`config.mk`:
```
export PLATFORM = sky130hd
export DESIGN_NAME = sys_config_master_flat
export DESIGN_NICKNAME = d
export VERILOG_FILES = /design/src/rtl/sys_config_pkg.sv /design/src/rtl/sys_config_master_if.sv /design/src/rtl/sys_config_master.sv /design/src/flat_wrapper.sv
export SDC_FILE = /design/constraint.sdc
export NUM_CORES = 1
export LEC_CHECK = 0
export CORE_ASPECT_RATIO = 1.75
export CORE_MARGIN = 2
export CORE_UTILIZATION = 44
export CTS_BUF_LIST = sky130_fd_sc_hd__clkbuf_2 sky130_fd_sc_hd__clkbuf_4 sky130_fd_sc_hd__clkbuf_8
export DETAILED_ROUTE_END_ITERATION = 8
export PLACE_DENSITY = 0.9
export SYNTH_ARGS = -nofsm -noshare
export SYNTH_HDL_FRONTEND = slang
export SYNTH_SLANG_ARGS = --single-unit
```
`constraint.sdc`:
```
create_clock -name clk -period 2.1 [get_ports clk]
set_clock_uncertainty 0.15 [all_clocks]
set_input_delay 0.42 -clock clk [delete_from_list [all_inputs] [get_ports clk]]
set_output_delay 0.42 -clock clk [all_outputs]
set_load 0.03 [all_outputs]
```
`src/rtl/sys_config_pkg.sv`:
```
// Shared definitions for the configuration/CSR bus: CSR addresses, link check word
// and CSR_STATE bit positions, used by both the initiator and the sys_config slave.
package sys_config_pkg;

  localparam int CSR_AW = 6;

  localparam logic [CSR_AW-1:0] CSR_RD_ADDR          = 6'h00;
  localparam logic [CSR_AW-1:0] CSR_WR_ADDR          = 6'h01;
  localparam logic [CSR_AW-1:0] CSR_IO_LEN           = 6'h02;
  localparam logic [CSR_AW-1:0] CSR_END_OF_IN_CONFIG = 6'h20;
  localparam logic [CSR_AW-1:0] CSR_STATE            = 6'h21;
  localparam logic [CSR_AW-1:0] CSR_TIME             = 6'h22;
  localparam logic [CSR_AW-1:0] CSR_CHECK            = 6'h3F;

  localparam logic [31:0] CHECK_WORD = 32'hF0F0_F0F0;

  localparam int STATE_TASK_DONE_BIT   = 0;
  localparam int STATE_UNDER_PROC_BIT  = 1;

endpackage

```
`src/rtl/sys_config_master_if.sv`:
```
// Config/CSR bus between the initiator (master) and the accelerator config port (slave).
interface sys_config_master_if #(
  parameter int CW = 6,
  parameter int DW = 32
);
  logic          config_ena;
  logic [CW-1:0] config_addr;
  logic [DW-1:0] config_wdata;
  logic [DW-1:0] config_rdata;

  modport master (
    output config_ena,
    output config_addr,
    output config_wdata,
    input  config_rdata
  );

  modport slave (
    input  config_ena,
    input  config_addr,
    input  config_wdata,
    output config_rdata
  );
endinterface

```
`src/rtl/sys_config_master.sv`:
```
// Config-bus initiator: checks the link, programs addresses/length, fires end-of-config,
// polls for task completion with a timeout, then reads back the cycle-count CSR.
module sys_config_master
  import sys_config_pkg::*;
#(
  parameter int            AW         = 12,
  parameter int            DW         = 32,
  parameter int            CW         = 6,
  parameter int            TW         = 24,
  parameter logic [TW-1:0] POLL_LIMIT = 24'hFF_FFFF
) (
  input  logic                 clk,
  input  logic                 rst,
  input  logic                 start,
  input  logic [DW-1:0]        cfg_raddr,
  input  logic [DW-1:0]        cfg_waddr,
  input  logic [AW-1:0]        cfg_iolen,
  sys_config_master_if.master  cfg_bus,
  output logic                 busy,
  output logic                 done,
  output logic [1:0]           err,
  output logic [DW-1:0]        time_cost
);

  typedef enum logic [3:0] {
    S_IDLE,
    S_CHK_A,
    S_CHK_S,
    S_W_CLR,
    S_W_RADDR,
    S_W_WADDR,
    S_W_IOLEN,
    S_W_END,
    S_POLL_A,
    S_POLL_S,
    S_TIME_A,
    S_TIME_S,
    S_FIN
  } state_t;

  state_t          r_state;
  state_t          w_state_next;
  logic [DW-1:0]   r_raddr;
  logic [DW-1:0]   r_waddr;
  logic [AW-1:0]   r_iolen;
  logic [TW-1:0]   r_poll_cnt;
  logic [1:0]      r_err;
  logic [DW-1:0]   r_time_cost;

  logic            w_ena;
  logic [CW-1:0]   w_addr;
  logic [DW-1:0]   w_wdata;
  logic            w_busy;
  logic            w_done;
  logic            w_check_ok;
  logic            w_task_done;
  logic            w_poll_expired;

  assign w_check_ok     = (cfg_bus.config_rdata == DW'(CHECK_WORD));
  assign w_task_done    = cfg_bus.config_rdata[STATE_TASK_DONE_BIT];
  assign w_poll_expired = (r_poll_cnt == POLL_LIMIT);

  always_ff @(posedge clk) begin
    if (rst) begin
      r_state <= S_IDLE;
    end else begin
      r_state <= w_state_next;
    end
  end

  // Bus outputs decode straight from the state so each write is a one-cycle strobe.
  always_comb begin
    w_state_next = r_state;
    w_ena        = 1'b0;
    w_addr       = '0;
    w_wdata      = '0;
    w_busy       = 1'b1;
    w_done       = 1'b0;
    case (r_state)
      S_IDLE: begin
        w_busy = 1'b0;
        if (start) w_state_next = S_CHK_A;
      end
      S_CHK_A: begin
        w_addr       = CW'(CSR_CHECK);
        w_state_next = S_CHK_S;
      end
      S_CHK_S: begin
        w_addr       = CW'(CSR_CHECK);
        w_state_next = w_check_ok ? S_W_CLR : S_FIN;
      end
      S_W_CLR: begin
        w_ena        = 1'b1;
        w_addr       = CW'(CSR_END_OF_IN_CONFIG);
        w_state_next = S_W_RADDR;
      end
      S_W_RADDR: begin
        w_ena        = 1'b1;
        w_addr       = CW'(CSR_RD_ADDR);
        w_wdata      = r_raddr;
        w_state_next = S_W_WADDR;
      end
      S_W_WADDR: begin
        w_ena        = 1'b1;
        w_addr       = CW'(CSR_WR_ADDR);
        w_wdata      = r_waddr;
        w_state_next = S_W_IOLEN;
      end
      S_W_IOLEN: begin
        w_ena        = 1'b1;
        w_addr       = CW'(CSR_IO_LEN);
        w_wdata      = DW'(r_iolen);
        w_state_next = S_W_END;
      end
      S_W_END: begin
        w_ena        = 1'b1;
        w_addr       = CW'(CSR_END_OF_IN_CONFIG);
        w_wdata      = DW'(1);
        w_state_next = S_POLL_A;
      end
      S_POLL_A: begin
        w_addr       = CW'(CSR_STATE);
        w_state_next = S_POLL_S;
      end
      S_POLL_S: begin
        w_addr = CW'(CSR_STATE);
        if (w_task_done)         w_state_next = S_TIME_A;
        else if (w_poll_expired) w_state_next = S_FIN;
      end
      S_TIME_A: begin
        w_addr       = CW'(CSR_TIME);
        w_state_next = S_TIME_S;
      end
      S_TIME_S: begin
        w_addr       = CW'(CSR_TIME);
        w_state_next = S_FIN;
      end
      S_FIN: begin
        w_busy       = 1'b0;
        w_done       = 1'b1;
        w_state_next = S_IDLE;
      end
      default: begin
        w_busy       = 1'b0;
        w_state_next = S_IDLE;
      end
    endcase
  end

  always_ff @(posedge clk) begin
    if (rst) begin
      r_raddr     <= '0;
      r_waddr     <= '0;
      r_iolen     <= '0;
      r_poll_cnt  <= '0;
      r_err       <= '0;
      r_time_cost <= '0;
    end else begin
      case (r_state)
        S_IDLE: begin
          if (start) begin
            r_raddr <= cfg_raddr;
            r_waddr <= cfg_waddr;
            r_iolen <= cfg_iolen;
            r_err   <= '0;
          end
        end
        S_CHK_S: begin
          if (!w_check_ok) r_err[0] <= 1'b1;
        end
        S_POLL_A: begin
          r_poll_cnt <= '0;
        end
        S_POLL_S: begin
          if (!w_task_done) begin
            if (w_poll_expired) r_err[1]  <= 1'b1;
            else                r_poll_cnt <= r_poll_cnt + 1'b1;
          end
        end
        S_TIME_S: begin
          r_time_cost <= cfg_bus.config_rdata;
        end
        default: begin
        end
      endcase
    end
  end

  assign cfg_bus.config_ena   = w_ena;
  assign cfg_bus.config_addr  = w_addr;
  assign cfg_bus.config_wdata = w_wdata;
  assign busy                 = w_busy;
  assign done                 = w_done;
  assign err                  = r_err;
  assign time_cost            = r_time_cost;

endmodule

```
`src/flat_wrapper.sv`:
```
// flat-port wrapper written by rule: the top's interface ports become plain ports
module sys_config_master_flat import sys_config_pkg::*;
#(
  parameter int            AW         = 12,
  parameter int            DW         = 32,
  parameter int            CW         = 6,
  parameter int            TW         = 24,
  parameter logic [TW-1:0] POLL_LIMIT = 24'hFF_FFFF
)
  (clk, rst, start, cfg_raddr, cfg_waddr, cfg_iolen, busy, done, err, time_cost, cfg_bus_config_ena, cfg_bus_config_addr, cfg_bus_config_wdata, cfg_bus_config_rdata);
  sys_config_master_if #(.CW(CW), .DW(DW)) cfg_bus_i ();
  input  logic clk;
  input  logic rst;
  input  logic start;
  input  logic [DW-1:0] cfg_raddr;
  input  logic [DW-1:0] cfg_waddr;
  input  logic [AW-1:0] cfg_iolen;
  output logic busy;
  output logic done;
  output logic [1:0] err;
  output logic [DW-1:0] time_cost;
  output wire logic [$bits(cfg_bus_i.config_ena)-1:0] cfg_bus_config_ena;
  output wire logic [$bits(cfg_bus_i.config_addr)-1:0] cfg_bus_config_addr;
  output wire logic [$bits(cfg_bus_i.config_wdata)-1:0] cfg_bus_config_wdata;
  input wire logic [$bits(cfg_bus_i.config_rdata)-1:0] cfg_bus_config_rdata;
  assign cfg_bus_config_ena = cfg_bus_i.config_ena;
  assign cfg_bus_config_addr = cfg_bus_i.config_addr;
  assign cfg_bus_config_wdata = cfg_bus_i.config_wdata;
  assign cfg_bus_i.config_rdata = cfg_bus_config_rdata;
  sys_config_master #(.AW(AW), .DW(DW), .CW(CW), .TW(TW), .POLL_LIMIT(POLL_LIMIT)) u_core (.clk(clk), .rst(rst), .start(start), .cfg_raddr(cfg_raddr), .cfg_waddr(cfg_waddr), .cfg_iolen(cfg_iolen), .cfg_bus(cfg_bus_i), .busy(busy), .done(done), .err(err), .time_cost(time_cost));
endmodule
```
## Word level (Yosys, flattened, before mapping)

Index checks and enable logic that the tools add are counted.
Widths: inputs -> output; s select.

| operators by class | value |
|---|---|
| bitwise operators | 0 |
| reduce and logical (&&, ||, !) cells | 15 |
| shift operators | 0 |
| $lt $le $gt $ge | 0 |
| $mul | 0 |
| add/subtract/negate cells | 1 |
| equal/unequal tests | 20 |
| multiplexer cells | 19 |
| divide/modulo/power cells | 0 |

Operators with widths:

| cell | count |
|---|---|
| $pmux 32 s4 | 1 |
| $mux 24 | 2 |
| $pmux 24 s2 | 1 |
| $pmux 4 s12 | 1 |
| $pmux 6 s6 | 1 |
| $eq 32x32->1 const B | 1 |
| $add 24x1->24 const B | 1 |
| $eq 24x24->1 const B | 1 |
| $eq 4x4->1 const B | 5 |
| $eq 4x3->1 const B | 4 |
| $mux 4 | 4 |
| $reduce_or 11->1 | 1 |
| $eq 4x2->1 const B | 2 |
| $ne 2x2->1 const B | 4 |
| $reduce_or 2->1 | 4 |
| $mux 1 | 6 |
| $reduce_and 3->1 | 2 |
| $reduce_bool 2->1 | 3 |
| $reduce_or 5->1 | 1 |
| $eq 4x1->1 const B | 1 |
| $logic_not 4->1 | 1 |
| $pmux 1 s2 | 2 |
| $reduce_and 2->1 | 2 |
| $reduce_and 4->1 | 1 |
| 3 further kinds | 3 |

| storage, ports and cells | value |
|---|---|
| memory bits (read-only) | 0 |
| bits in latches | 0 |
| memories | 0 |
| input bits | 111 |
| bits in writable memories | 0 |
| register bits after elaboration | 138 |
| logic and storage cells | 63 |
| output and inout bits | 75 |

## Logic depth before layout (Yosys ltp)

| depth | value |
|---|---|
| depth in word-level cells | 4 |
| gate-level depth with buffers | 8 |
| gate-level depth less buffers | 6 |

## Least setup slack after synthesis

Ideal clock, no wire load.

| timing path | value |
|---|---|
| kind | register -> output |
| start | reg u_core.r_state[0] |
| end | out done |
| required time | 1.530 ns |
| buffers on the path | 3 |
| arrival | 2.002 ns |
| slack | -0.472 ns |
| stages on the path, launching flop included | 5 |
| cells stage by stage | dfxtp_1 clkbuf_1 clkbuf_1 buf_1 nor4b_1 |

| on the way | value |
|---|---|
| word-level cells in the longest chain between the ends | 2 |

Ends and longest elaborated chain:

| what | RTL line | RTL |
|---|---|---|
| from (decl) | sys_config_master.sv:41 | `state_t r_state;` |
| from (signal assigned) | sys_config_master.sv:67 | `r_state <= w_state_next;` |
| $eq 4x4->1 | sys_config_master.sv:79 | `case (r_state)` |
| $mux 1 | sys_config_master.sv:79 |  |
| to (decl) | flat_wrapper.sv:19 | `output logic done;` |

No other way between the ends.

## Final worst setup path

| timing path | value |
|---|---|
| start | reg u_core.r_state[1] |
| end | out cfg_bus_config_addr[0] |

| on the way | value |
|---|---|
| word-level cells in the longest chain between the ends | 3 |
| elaborated cells on any way between the ends | 15 |

Ends and longest elaborated chain:

| what | RTL line | RTL |
|---|---|---|
| $eq 4x4->1, or another cell as far along | sys_config_master.sv:79 |  |
| $reduce_or 2->1 (no line) | - |  |
| $pmux 6 s6 (*) | sys_config_master.sv:79 |  |
| to (decl) | flat_wrapper.sv:23 | `output wire logic [$bits(cfg_bus_i.config_addr)-1:0] cfg_bus_config_addr;` |

Every way passes the cells marked *; elsewhere a longest branch is shown, timed or not.

==> results.txt <==
failing checks -> DRC, setup timing
EDFF count, synth -> 0
unrepaired setup endpoints after global routing -> yes
final worst slack -> -0.270 ns
Worst path max stage delay -> 0.37 ns
largest area contributor in the netlist -> dfxtp_1
critical path's most frequent cell -> nor2_1
first drt pass iteration count -> 7
IO Pins -> 186
cell with the most instances after synthesis -> nand2_1
hold endpoint -> u_core.r_raddr[7]
Avg WL per Cell -> 19.0 um
Setup crit end kind -> output port
power density over cell area -> 750 mW/mm^2
YS warnings -> 0
Clock Latency Late Sink -> 0.44 ns
Total Routing Usage GR -> 29.5%
sequential area share after synthesis -> 44.9%
Top FF cell, synth -> dfxtp_1
TritonCTS Buffers -> 17
post-layout util -> 73.8%
RR Endpoint -> u_core.r_poll_cnt[18]
Final Hold Viols -> 0
vias in the first global route -> 7126
DR vias -> 7234
Initial Util -> 44.7%
final setup fails -> 53
CP startpoint kind -> flop
Lkg Pwr -> 4.00 nW
Reg2Reg Depth -> 7
Crit. Startpoint -> u_core.r_state[1]
Worst-Margin Slew -> 0.487 ns
row count -> 57
Area Growth Syn to Fin -> 65.0%
area of the core -> 0.0138 mm^2
layout cells sized above 1 -> 28.4%
worst hold path depth -> 2
total negative slack -> -6.53 ns
pin count of the biggest net entering global routing -> 88
top post-synthesis cells by count -> nand2_1, dfxtp_1, a21oi_1, clkbuf_1, nor2_1
critical path's slowest cell -> dfxtp_4
Crit Path Class -> reg2out
global-route wire length before repair -> 35.0 mm
r2r setup slk -> -0.08 ns
post-synth net total -> 918
CP required -> 1.53 ns
root buffer cell -> clkbuf_8
crit-path max FO -> 7
I/O Buffers -> 185
final wirelength -> 23.8 mm
hpwl dp -> 14.0 mm
average size of a mapped cell -> 7.63 um^2
clock buffer depth -> 2
Die X -> 93.4 um
Sinks on Clock Net -> 138
status -> finished with violations
gpl congestion -> 0.963
total die area -> 0.0150 mm^2
drt drc -> 1
diode count -> 0
initial antenna violation count -> 0
drt via density -> 5.78
Hold Crit Start -> u_core.r_raddr[7]
Critical Path, Cell by Cell -> buf_12, buf_4, nand2_1, nor2_1, nor2_1, o21ai_2, buf_6
total grt overflow -> 0
max_slew headroom -> 67.4%
worst min path class -> reg2reg
H-Tree Depth -> 4
maxcap violations -> 0
asr flop ratio synth -> 0%
Final ANT Viol Nets -> 0
fin nets -> 1173
Post-Syn Area -> 0.00615 mm^2
Final Max Slew Viols -> 0
Synth Instances -> 806
Fmax -> 0.422 GHz
number of synthesized register bits -> 138
Hold Buf Count CTS -> 0
placed cell area -> 0.00852 mm^2
Worst-path clk slew -> 0.09 ns
Unique masters post-synth -> 63
Final min period -> 2.37 ns
critical path data arrival time -> 1.80 ns
Worst R2R Start -> u_core.r_state[1]
Synth top area share -> 44.9%
top post-synthesis cells by area -> dfxtp_1, nand2_1, a21oi_1
fin crit share -> 113%
Initial DRC Count -> 527
CTS tree -> done
Max IR drop VDD -> 0.000863 V
Fin Hold WS -> 0.305 ns
final instance area -> 0.0102 mm^2
overall die height -> 160 um
==> registers in the layout, indices dropped and copies added, names as in the netlist <==
name,cells
u_core.r_poll_cnt,24
u_core.time_cost,32
u_core.r_state,4
u_core.r_raddr,32
u_core.err,2
u_core.r_iolen,12
u_core.r_waddr,32
==> cell usage in the layout, fill, tap and decap left out, drive strengths merged, types with 3 or more instances in the layout <==
cell           Yosys  routed
nor3               9       9
nand3             19      19
a211oi             6       6
clkbuf            46      19
o22ai              3       3
buf               18     156
a31oi              6       6
nand4              9       9
inv                7      12
mux2i             12      12
o211ai             4       4
o21ai             13      13
nor2              40      40
or4b               4       4
dlymetal6s2s       0       7
a22o              20      20
and3               4       4
or4                8       8
a211o              3       3
nand2b             3       3
o31ai              5       5
a21oi            135     135
nand2            247     247
clkinvlp           0       5
dfxtp            138     138
o2111ai            3       3
and2               5       5
clkinv             0       3
and4               3       3
nor2b              3       3
clkdlybuf4s50      0     136
nor4               7       7
==> worst max-delay path: cells and delay by family, from the launching register on <==
family / cells / cell delay [ns]
buffers and inverters: 3 / 0.45
DFF: 1 / 0.37
AOI/OAI and AO/OA: 1 / 0.21
and+or+nand+nor: 3 / 0.34
==> worst max path at each step <==
| stage | endpoint | slack (ns) |
|---|---|---|
| 3_3_place_gp | u_core.r_state[2] | -0.62 |
| 4_1_cts | cfg_bus_config_wdata[7] | -0.22 |
| 2_1_floorplan | done | -0.06 |
| 5_1_grt | cfg_bus_config_addr[0] | -0.32 |
| 6_report | cfg_bus_config_addr[0] | -0.27 |
| 3_5_place_dp | u_core.r_state[2] | -0.61 |
==> layout make-up <==
type / count / area, um^2
clock buffers: 18 / 241
clock inverters: 14 / 138
fillers: 889 / 3610
inverters: 7 / 37.5
multi-input cells: 597 / 3690
flip-flops and latches: 138 / 2780
well taps: 177 / 221
repair buffers: 300 / 3040
==> timing repair <==
action | in CTS | in global routing
endpoints found under the setup margin | 58 | 71
resized for setup | 121 | 74
endpoints found under the hold margin | 0 | 0
gates cloned | 3 | 1
pin swaps | 18 | 36
setup buffers | 24 | 20
==> stage by stage <==
stage                     std cells  total power, mW  setup WS, ns
final                          1251             7.61        -0.270
after global routing           1251             7.94        -0.321
after CTS                      1231             7.38        -0.220
after detailed placement       1172             4.91        -0.613
after global placement         1172             4.87        -0.622
after floorplan                 806             4.14       -0.0601
==> cell families (layout without fill, tap and decap cells) <==
group	count (synthesis)	after routing	share of synthesized area, %
simple gates	371	371	27.2
compound gates	212	212	20.5
flops	138	138	44.9
buf+inv	71	339	5.06
mux	13	13	2.14
fa+ha+maj	1	1	0.203
==> per-layer routing <==
metal,GRT usage (%),wire (um),up-vias
li1,-,-,3300
met4,18.8,1540,0
met3,6.57,1370,115
met2,51.9,12700,391
met5,0,0,-
met1,30.9,8250,3428
==> power breakdown <==
group | internal [mW] | switching, mW
sequential | 2.85 | 0.169
clock | 0.976 | 1.14
combinational | 1.11 | 1.36
total | 4.94 | 2.67
Power figures use the tool's default switching activity.
